**config.mk**
```make
export PLATFORM = sky130hd
export DESIGN_NAME = controlador_rodadas
export DESIGN_NICKNAME = d
export VERILOG_FILES = /design/src/rtl/controlador_rodadas_pkg.sv /design/src/rtl/contador_timeout.sv /design/src/rtl/controlador_rodadas.sv
export SDC_FILE = /design/constraint.sdc
export NUM_CORES = 1
export LEC_CHECK = 0
export BUFFER_PORTS_ARGS = -buffer_cell sky130_fd_sc_hd__clkbuf_2
export CORE_MARGIN = 1
export CORE_UTILIZATION = 52
export DETAILED_ROUTE_END_ITERATION = 10
export PLACE_DENSITY = 0.81
export RECOVER_POWER = 50
export SLEW_MARGIN = 30
export SYNTH_ARGS = -nofsm -noshare
export SYNTH_HDL_FRONTEND = slang
export SYNTH_SLANG_ARGS = --single-unit
export TNS_END_PERCENT = 5
```
**constraint.sdc**
```tcl
create_clock -name clock -period 1.61 [get_ports clock]
set_input_delay 0.161 -clock clock [delete_from_list [all_inputs] [get_ports clock]]
set_output_delay 0.161 -clock clock [all_outputs]
set_load 0.1 [all_outputs]
```
**src/rtl/controlador_rodadas_pkg.sv**
```systemverilog
// rtl/controlador_rodadas_pkg.sv - state codes and shared constants for the round controller
package controlador_rodadas_pkg;

  // Default number of cycles a player may take before the round is lost by timeout
  localparam int TIMEOUT_CICLOS_PADRAO = 5000;

  // State codes are visible on db_estado, so their values are fixed
  typedef enum logic [3:0] {
    inicial        = 4'h0,
    preparacao     = 4'h1,
    inicia_rodada  = 4'h2,
    espera_jogada  = 4'h3,
    registra       = 4'h4,
    compara        = 4'h5,
    proxima_jogada = 4'h6,
    proxima_rodada = 4'h7,
    fim_ganhou     = 4'hA,
    fim_timeout    = 4'hD,
    fim_perdeu     = 4'hE
  } estado_t;

  // Counter width for a given cycle budget; never narrower than one bit
  function automatic int largura_contador(input int ciclos);
    return (ciclos > 1) ? $clog2(ciclos) : 1;
  endfunction

endpackage

```
**src/rtl/contador_timeout.sv**
```systemverilog
// rtl/contador_timeout.sv - saturating cycle counter that flags the last allowed wait cycle
module contador_timeout
  import controlador_rodadas_pkg::*;
#(
  parameter int TIMEOUT_CICLOS = TIMEOUT_CICLOS_PADRAO
) (
  input  logic clock,
  input  logic reset,
  input  logic zera,
  input  logic conta,
  output logic fim
);

  localparam int            W      = largura_contador(TIMEOUT_CICLOS);
  localparam logic [W-1:0]  ULTIMO = W'(TIMEOUT_CICLOS - 1);

  logic [W-1:0] contagem;

  // Clear has priority; counting stops at the terminal value so the count never wraps
  always_ff @(posedge clock) begin
    if (reset || zera) begin
      contagem <= '0;
    end else if (conta && (contagem != ULTIMO)) begin
      contagem <= contagem + 1'b1;
    end
  end

  assign fim = (contagem == ULTIMO);

endmodule

```
**src/rtl/controlador_rodadas.sv**
```systemverilog
// rtl/controlador_rodadas.sv - Moore FSM sequencing rounds, plays and game end of the memory game
module controlador_rodadas
  import controlador_rodadas_pkg::*;
#(
  parameter int TIMEOUT_CICLOS = TIMEOUT_CICLOS_PADRAO
) (
  input  logic       clock,
  input  logic       reset,
  input  logic       jogar,
  input  logic       tem_jogada,
  input  logic       jogada_correta,
  input  logic       fim_jogada,
  input  logic       fim_rodadas,
  output logic       zera_E,
  output logic       conta_E,
  output logic       zera_R,
  output logic       conta_R,
  output logic       registra_R,
  output logic       pronto,
  output logic       ganhou,
  output logic       perdeu,
  output logic       db_timeout,
  output logic [3:0] db_estado
);

  estado_t estado;
  estado_t proximo;

  logic tempo_esgotado;
  logic zera_timeout;
  logic conta_timeout;

  // The timeout counter only runs while waiting for a press and restarts on every entry
  assign zera_timeout  = (estado != espera_jogada);
  assign conta_timeout = (estado == espera_jogada);

  contador_timeout #(
    .TIMEOUT_CICLOS(TIMEOUT_CICLOS)
  ) u_contador_timeout (
    .clock (clock),
    .reset (reset),
    .zera  (zera_timeout),
    .conta (conta_timeout),
    .fim   (tempo_esgotado)
  );

  // State register with synchronous reset to inicial
  always_ff @(posedge clock) begin
    if (reset) begin
      estado <= inicial;
    end else begin
      estado <= proximo;
    end
  end

  // Next-state logic; a press on the last allowed cycle beats the timeout
  always_comb begin
    proximo = inicial;
    case (estado)
      inicial:        proximo = jogar ? preparacao : inicial;
      preparacao:     proximo = inicia_rodada;
      inicia_rodada:  proximo = espera_jogada;
      espera_jogada: begin
        if (tem_jogada) begin
          proximo = registra;
        end else if (tempo_esgotado) begin
          proximo = fim_timeout;
        end else begin
          proximo = espera_jogada;
        end
      end
      registra:       proximo = compara;
      compara: begin
        if (!jogada_correta) begin
          proximo = fim_perdeu;
        end else if (!fim_jogada) begin
          proximo = proxima_jogada;
        end else if (fim_rodadas) begin
          proximo = fim_ganhou;
        end else begin
          proximo = proxima_rodada;
        end
      end
      proxima_jogada: proximo = espera_jogada;
      proxima_rodada: proximo = inicia_rodada;
      fim_ganhou:     proximo = jogar ? preparacao : fim_ganhou;
      fim_timeout:    proximo = jogar ? preparacao : fim_timeout;
      fim_perdeu:     proximo = jogar ? preparacao : fim_perdeu;
      default:        proximo = inicial;
    endcase
  end

  // Output decode from the current state only
  always_comb begin
    zera_E     = 1'b0;
    conta_E    = 1'b0;
    zera_R     = 1'b0;
    conta_R    = 1'b0;
    registra_R = 1'b0;
    pronto     = 1'b0;
    ganhou     = 1'b0;
    perdeu     = 1'b0;
    db_timeout = 1'b0;
    case (estado)
      preparacao: begin
        zera_E = 1'b1;
        zera_R = 1'b1;
      end
      inicia_rodada:  zera_E     = 1'b1;
      registra:       registra_R = 1'b1;
      proxima_jogada: conta_E    = 1'b1;
      proxima_rodada: conta_R    = 1'b1;
      fim_ganhou: begin
        pronto = 1'b1;
        ganhou = 1'b1;
      end
      fim_perdeu: begin
        pronto = 1'b1;
        perdeu = 1'b1;
      end
      fim_timeout: begin
        pronto     = 1'b1;
        perdeu     = 1'b1;
        db_timeout = 1'b1;
      end
      default: ;
    endcase
  end

  assign db_estado = estado;

endmodule

```
==> results of run 1 <==
-- critical path, cell delays in order (launching register included) --
cell      delay, ps
dfxtp_4         370
nand2b_4        170
a21boi_1        140
buf_4           160
nor2b_4         120
buf_12          180
-- metal layers --
layer,vias up,share of wire [%]
met5,-,0
met4,0,1.8
met3,6,6.7
met2,52,50
met1,496,42
li1,500,-
-- power groups by stage --
stage          Clock, mW  Sequential [mW]  Combinational (mW)
2_1_floorplan          0            0.539               0.282
3_3_place_gp           0            0.488               0.434
5_1_grt            0.262            0.463               0.531
3_5_place_dp           0            0.493               0.441
4_1_cts            0.240            0.458               0.518
6_report           0.231            0.462               0.513
-- registers in the layout, summed over array words and instances, names as in the netlist --
signal,count
u_contador_timeout.contagem,13
db_estado,4
-- metrics by stage --
step	util (%)	hold WS, ps	TNS (ps)	setup slack (ps)	total power [mW]
final	81.9	166	0	8.42	1.20
after floorplan	-	320	-1350	-254	0.821
after global placement	78.3	472	0	208	0.923
after detailed placement	78.3	473	0	121	0.934
after global routing	81.9	165	-99.7	-42.4	1.26
after CTS	82.9	148	-8.65	-7.24	1.22
-- cell families after synthesis --
logic type,after synthesis
AOI/OAI and AO/OA,23
buffers and inverters,7
muxes,1
adders and majority gates,1
xor gates and xnor gates,10
DFF,17
and+or+nand+nor,60
-- worst max-delay path by stage --
stage | end | slack (ps) | cells after the start
2_1_floorplan | zera_E | -250 | 3
3_3_place_gp | zera_E | 210 | 4
3_5_place_dp | db_estado[3]$_SDFF_PP0_ | 120 | 5
4_1_cts | pronto | -7 | 5
5_1_grt | zera_E | -40 | 4
6_report | pronto | 8 | 5
-- what timing repair did --
action,4_1_cts,5_1_grt
pin swaps,0,2
endpoints found under the setup margin,4,3
hold buffers,0,0
setup buffers,6,1
resized for setup,3,2
-- layout by cell type (no fill, tap or decap), types with 4 or more instances in the layout --
cell type / Yosys / final
a21oi_1: 6 / 5
buf_12: 0 / 7
buf_4: 1 / 12
clkbuf_2: 0 / 11
dfxtp_1: 17 / 13
dfxtp_4: 0 / 4
nand2_1: 10 / 10
nand3_1: 6 / 6
nor2_1: 14 / 12
xnor2_1: 4 / 4
xor2_1: 6 / 6
-- layout make-up --
| class | instances | area [µm²] |
|---|---|---|
| flip-flops and latches | 17 | 355 |
| multi-input cells | 95 | 698 |
| well taps | 25 | 31.3 |
| repair buffers | 34 | 315 |
| fillers | 106 | 315 |
| inverters | 1 | 3.75 |
| clock buffers | 4 | 26.3 |
==> results.py, run 1 <==
metrics = {
    "global_route": {
        "grt_usage_pct": 29.4,
        "grt_use_met3_pct": 6.00,
        "grt_use_met2_pct": 43.8,
        "antenna_found_initial": 0,
        "grt_pass1_wl_um": 4300,
        "grt.busiest_layer": "met2",
        "first_global_vias": 926,
        "grt_overflow": 0,
        "grt_max_degree": 21,
        "gr-usage-met1_pct": 41.5,
    },
    "cells_and_area": {
        "antennaDiodeCount": 0,
        "area_growth_pct": 46.9,
        "nets": 160,
        "final_area_um2": 1430,
        "final_layout_size_suffix_gt1_share_pct": 35.8,
        "finalNonFillerCells": 176,
    },
    "outcome": {
        "status": "finished, final reports clean",
    },
    "critical_path": {
        "crit_start": "db_estado[0]$_SDFF_PP0_",
        "critPathLaunchType": "flip-flop",
        "crit_type": "flip-flop to output pin",
        "r2r_end": "db_estado[3]$_SDFF_PP0_",
        "crit_path_end_kind": "output pin",
        "rr_worst_depth": 6,
        "crit_arrival_ps": 1440,
        "r2r-start": "db_estado[1]$_SDFF_PP0_",
        "required_ps": 1450,
        "path_max_fanout": 5,
        "regToRegSetupSlack_ps": 50,
    },
    "logic_synthesis": {
        "yosys-top-cells-area": "dfxtp_1 35%, nor2_1 5.4%, xor2_1 5.4%, nand2_1 3.9%, xnor2_1 3.6%",
        "synth_edf_count": 0,
        "ys_async_sr_fraction_pct": 0,
        "ys_ff_latch": 17,
        "synth_ff_type": "dfxtp_1",
        "yosys_warnings": 0,
        "syn_nets": 127,
        "synth_compound_area_share_pct": 15.7,
        "muxShareOfSynthArea_pct": 1.03,
        "syn_area_um2": 973,
        "synthMostInstantiatedCell": "dfxtp_1",
        "synth_xor_area_share_pct": 9.00,
        "synth.distinct_cells": 39,
        "synth_top_family_by_area": "simple AND/OR/NAND/NOR gates",
        "synth_cells": 119,
        "yosysTopAreaCell": "dfxtp_1",
        "syn_avg_cell_area_um2": 8.18,
        "synth_top_area_share_pct": 35.0,
        "synth_commonest_cells": "17 x dfxtp_1, 14 x nor2_1, 10 x nand2_1",
        "yosysSeqAreaShare_pct": 35.0,
        "yosys.area_share.simple_pct": 33.8,
        "yosys.area_share.adder_pct": 1.29,
    },
    "sta": {
        "worst_pin_slew_ps": 558,
        "setup_viol": 0,
        "period_share_pct": 99.5,
        "slew_headroom_pct": 63.0,
        "hold_viol": 0,
        "max_freq_mhz": 624,
        "rsz0062_at_grt": "true",
        "fin_skew_ps": 7.08,
        "drv_slew": 0,
        "min_period_ps": 1600,
    },
    "route": {
        "drc_errors": 0,
        "detail_route.wl_per_cell_um": 15.5,
        "drt-initial-drc-count": 63,
        "vias_per_cell": 5.99,
        "routed_wl_um": 2730,
        "num_vias": 1054,
        "drtAntennaViolNets": 0,
        "drt-pass1-iter-count": 4,
    },
    "worst_hold_path": {
        "hold_depth": 3,
        "hp-class": "primary input to flip-flop",
        "holdPathEnd": "db_estado[0]$_SDFF_PP0_",
        "hold_start": "reset",
    },
    "clock_network": {
        "cts_tree": "built",
        "cts_root_buf": "clkbuf_4",
        "clock_sinks": 17,
        "clkSlewWorstSetupHoldPaths_ps": 90,
        "clk_latency_ps": 300,
        "h-tree-depth": 1,
        "numCtsBuffers": 3,
        "clockBufferDepth": 2,
    },
    "floorplan": {
        "die_w_um": 45.3,
        "ioPinCount": 20,
        "die_h_um": 45.3,
        "die_area_um2": 2050,
        "core_um2": 1750,
        "num_rows": 15,
        "initial_core_util_pct": 55.8,
    },
    "power_and_ir_drop": {
        "pwr-share-clk_pct": 19.1,
        "seqPwrFrac_pct": 38.3,
        "p_switching_mw": 0.493,
        "comb_power_share_pct": 42.5,
        "p_leak_nw": 0.526,
        "vdd_drop_max_v": 0.000773,
        "p_sw_share_pct": 40.9,
        "p_int_mw": 0.712,
        "p_per_area_nw_per_um2": 843,
    },
    "place": {
        "port_buffers": 19,
        "placed_area_um2": 1370,
        "dp.final_hpwl_um": 1940,
        "dp_cells": 165,
        "gp_congestion": 0.899,
    },
    "flow_run": {
        "cap_violations": 0,
    },
}
Note: power is estimated with default switching activity, not from simulation.
==> inputs of run 2 (changes only) <==
--- a/config.mk
+++ b/config.mk
@@ -6,7 +6,7 @@
 export NUM_CORES = 1
 export LEC_CHECK = 0
 export BUFFER_PORTS_ARGS = -buffer_cell sky130_fd_sc_hd__clkbuf_2
-export CORE_MARGIN = 1
+export CORE_MARGIN = 2
 export CORE_UTILIZATION = 52
 export DETAILED_ROUTE_END_ITERATION = 10
 export PLACE_DENSITY = 0.81
==> results.py, run 2 (synthesized netlist as in run 1, its figures left out) <==
metrics = {
    "outcome": {
        "status": "finished, violations left",
        "violations": "negative setup slack",
    },
    "critical_path": {
        "crit_path_end_kind": "output pin",
        "max_stage_delay_ps": 400,
        "crit_family": "flip-flops",
        "required_ps": 1450,
        "crit_arrival_ps": 1470,
        "path_buf_inv": 2,
        "critPathLaunchType": "flip-flop",
        "crit_slowest_cell": "dfxtp_4",
        "path_max_fanout": 7,
        "crit_type": "flip-flop to output pin",
        "crit_chain": "buf_4, nand2b_4, a211oi_4, buf_12",
    },
    "power_and_ir_drop": {
        "finalPower_mw": 1.25,
        "p_per_area_nw_per_um2": 866,
        "p_leak_nw": 0.527,
        "vdd_drop_max_v": 0.000651,
    },
    "sta": {
        "setup_slack_ps": -25.3,
        "setup_viol": 2,
        "drv_slew": 0,
        "period_share_pct": 102,
        "hold_viol": 0,
        "slew_headroom_pct": 63.4,
        "rsz0062_at_grt": "true",
        "tns_ps": -30.3,
        "worst_pin_slew_ps": 552,
        "max_freq_mhz": 612,
        "fin_skew_ps": 6.95,
        "min_period_ps": 1640,
    },
    "route": {
        "drt-initial-drc-count": 38,
        "detail_route.wl_per_cell_um": 16.7,
        "drc_errors": 0,
        "routed_wl_um": 2890,
        "vias_per_cell": 6.01,
        "drtAntennaViolNets": 0,
        "num_vias": 1040,
        "drt-pass1-iter-count": 4,
    },
    "place": {
        "placed_area_um2": 1340,
        "port_buffers": 19,
        "gp_congestion": 0.833,
        "dp.final_hpwl_um": 1880,
        "dpl_worst_slack_ps": 99.4,
    },
    "floorplan": {
        "num_rows": 15,
        "die_h_um": 47.3,
        "ioPinCount": 20,
        "die_w_um": 47.3,
        "core_um2": 1750,
        "initial_core_util_pct": 55.8,
        "die_area_um2": 2230,
    },
    "global_route": {
        "antenna_found_initial": 0,
        "first_global_vias": 934,
        "grt_overflow": 0,
        "grt_max_degree": 21,
        "grt_usage_pct": 27.6,
        "grt_pass1_wl_um": 4290,
    },
    "clock_network": {
        "numCtsBuffers": 3,
        "clk_latency_ps": 310,
        "clock_sinks": 17,
        "hold_buffers": 0,
        "clkSlewWorstSetupHoldPaths_ps": 110,
        "cts_root_buf": "clkbuf_4",
        "h-tree-depth": 1,
        "clockBufferDepth": 2,
        "cts_tree": "built",
    },
    "cells_and_area": {
        "final_area_um2": 1440,
        "nets": 157,
        "layout_commonest_cell": "dfxtp_1",
        "mostFrequentLayoutCells": "13 x dfxtp_1, 12 x nor2_1, 12 x buf_4",
        "postLayoutCoreUtil_pct": 82.7,
        "regMostFlops": "u_contador_timeout.contagem",
        "n_fill_cell": 100,
        "area_growth_pct": 48.3,
        "largest_reg_flops": 13,
        "antennaDiodeCount": 0,
        "final_layout_size_suffix_gt1_share_pct": 37.2,
    },
    "flow_run": {
        "cap_violations": 0,
    },
    "worst_hold_path": {
        "hp-class": "primary input to flip-flop",
    },
}
==> run 2: changes by cell type in the layout (fill, tap and decap cells not counted), sizes merged <==
cell / before / now
clkbuf: 17 / 13
inv: 1 / 2
==> run 2: routing by layer <==
layer | share of wire [%] | track usage, % | routed length (µm)
met1 | 42 | 38.9 | 1220
met2 | 48 | 41.4 | 1400
met3 | 7.4 | 6.15 | 213
met4 | 1.7 | 9.44 | 48
met5 | 0 | 0 | 0
==> run 2: path summary, 6_finish.rpt <==
| kind | from | endpoint | slack [ps] | depth (start not counted) |
|---|---|---|---|---|
| setup / recovery | db_estado[0]$_SDFF_PP0_ | zera_E | -30 | 4 |
| hold / removal | reset | db_estado[3]$_SDFF_PP0_ | 160 | 3 |
| setup reg to reg | db_estado[1]$_SDFF_PP0_ | u_contador_timeout.contagem[2]$_SDFFE_PP0P_ | 50 | 5 |
| hold reg to reg | u_contador_timeout.contagem[7]$_SDFFE_PP0P_ | u_contador_timeout.contagem[7]$_SDFFE_PP0P_ | 540 | 2 |
==> run 2: worst min-delay path, cell delays in order <==
cell      delay, ps
clkbuf_2        110
a21oi_1          70
o31a_1          100
==> run 2: layout make-up <==
class	instances	area [µm²]	area share, %
well taps	25	31.3	2.17
flip-flops and latches	17	355	24.6
clock inverters	1	6.26	0.433
clock buffers	3	22.5	1.56
multi-input cells	95	704	48.8
repair buffers	31	320	22.2
inverters	1	3.75	0.260
==> run 2: report_power, final <==
part           total [mW]  switching, mW  internal (mW)
Combinational       0.529          0.335          0.194
Sequential          0.467         0.0322          0.435
Clock               0.254          0.158         0.0966
==> run 2: repair_timing <==
| action | CTS | global route |
|---|---|---|
| setup buffers | 5 | 2 |
| setup endpoints to repair | 5 | 6 |
| resized for setup | 3 | 2 |
==> run 2: per-stage QoR <==
stage	instances	hold slack, ps
finish	173	158
CTS	171	159
global route	173	144
detailed placement	162	479
global placement	162	466
floorplan	119	320
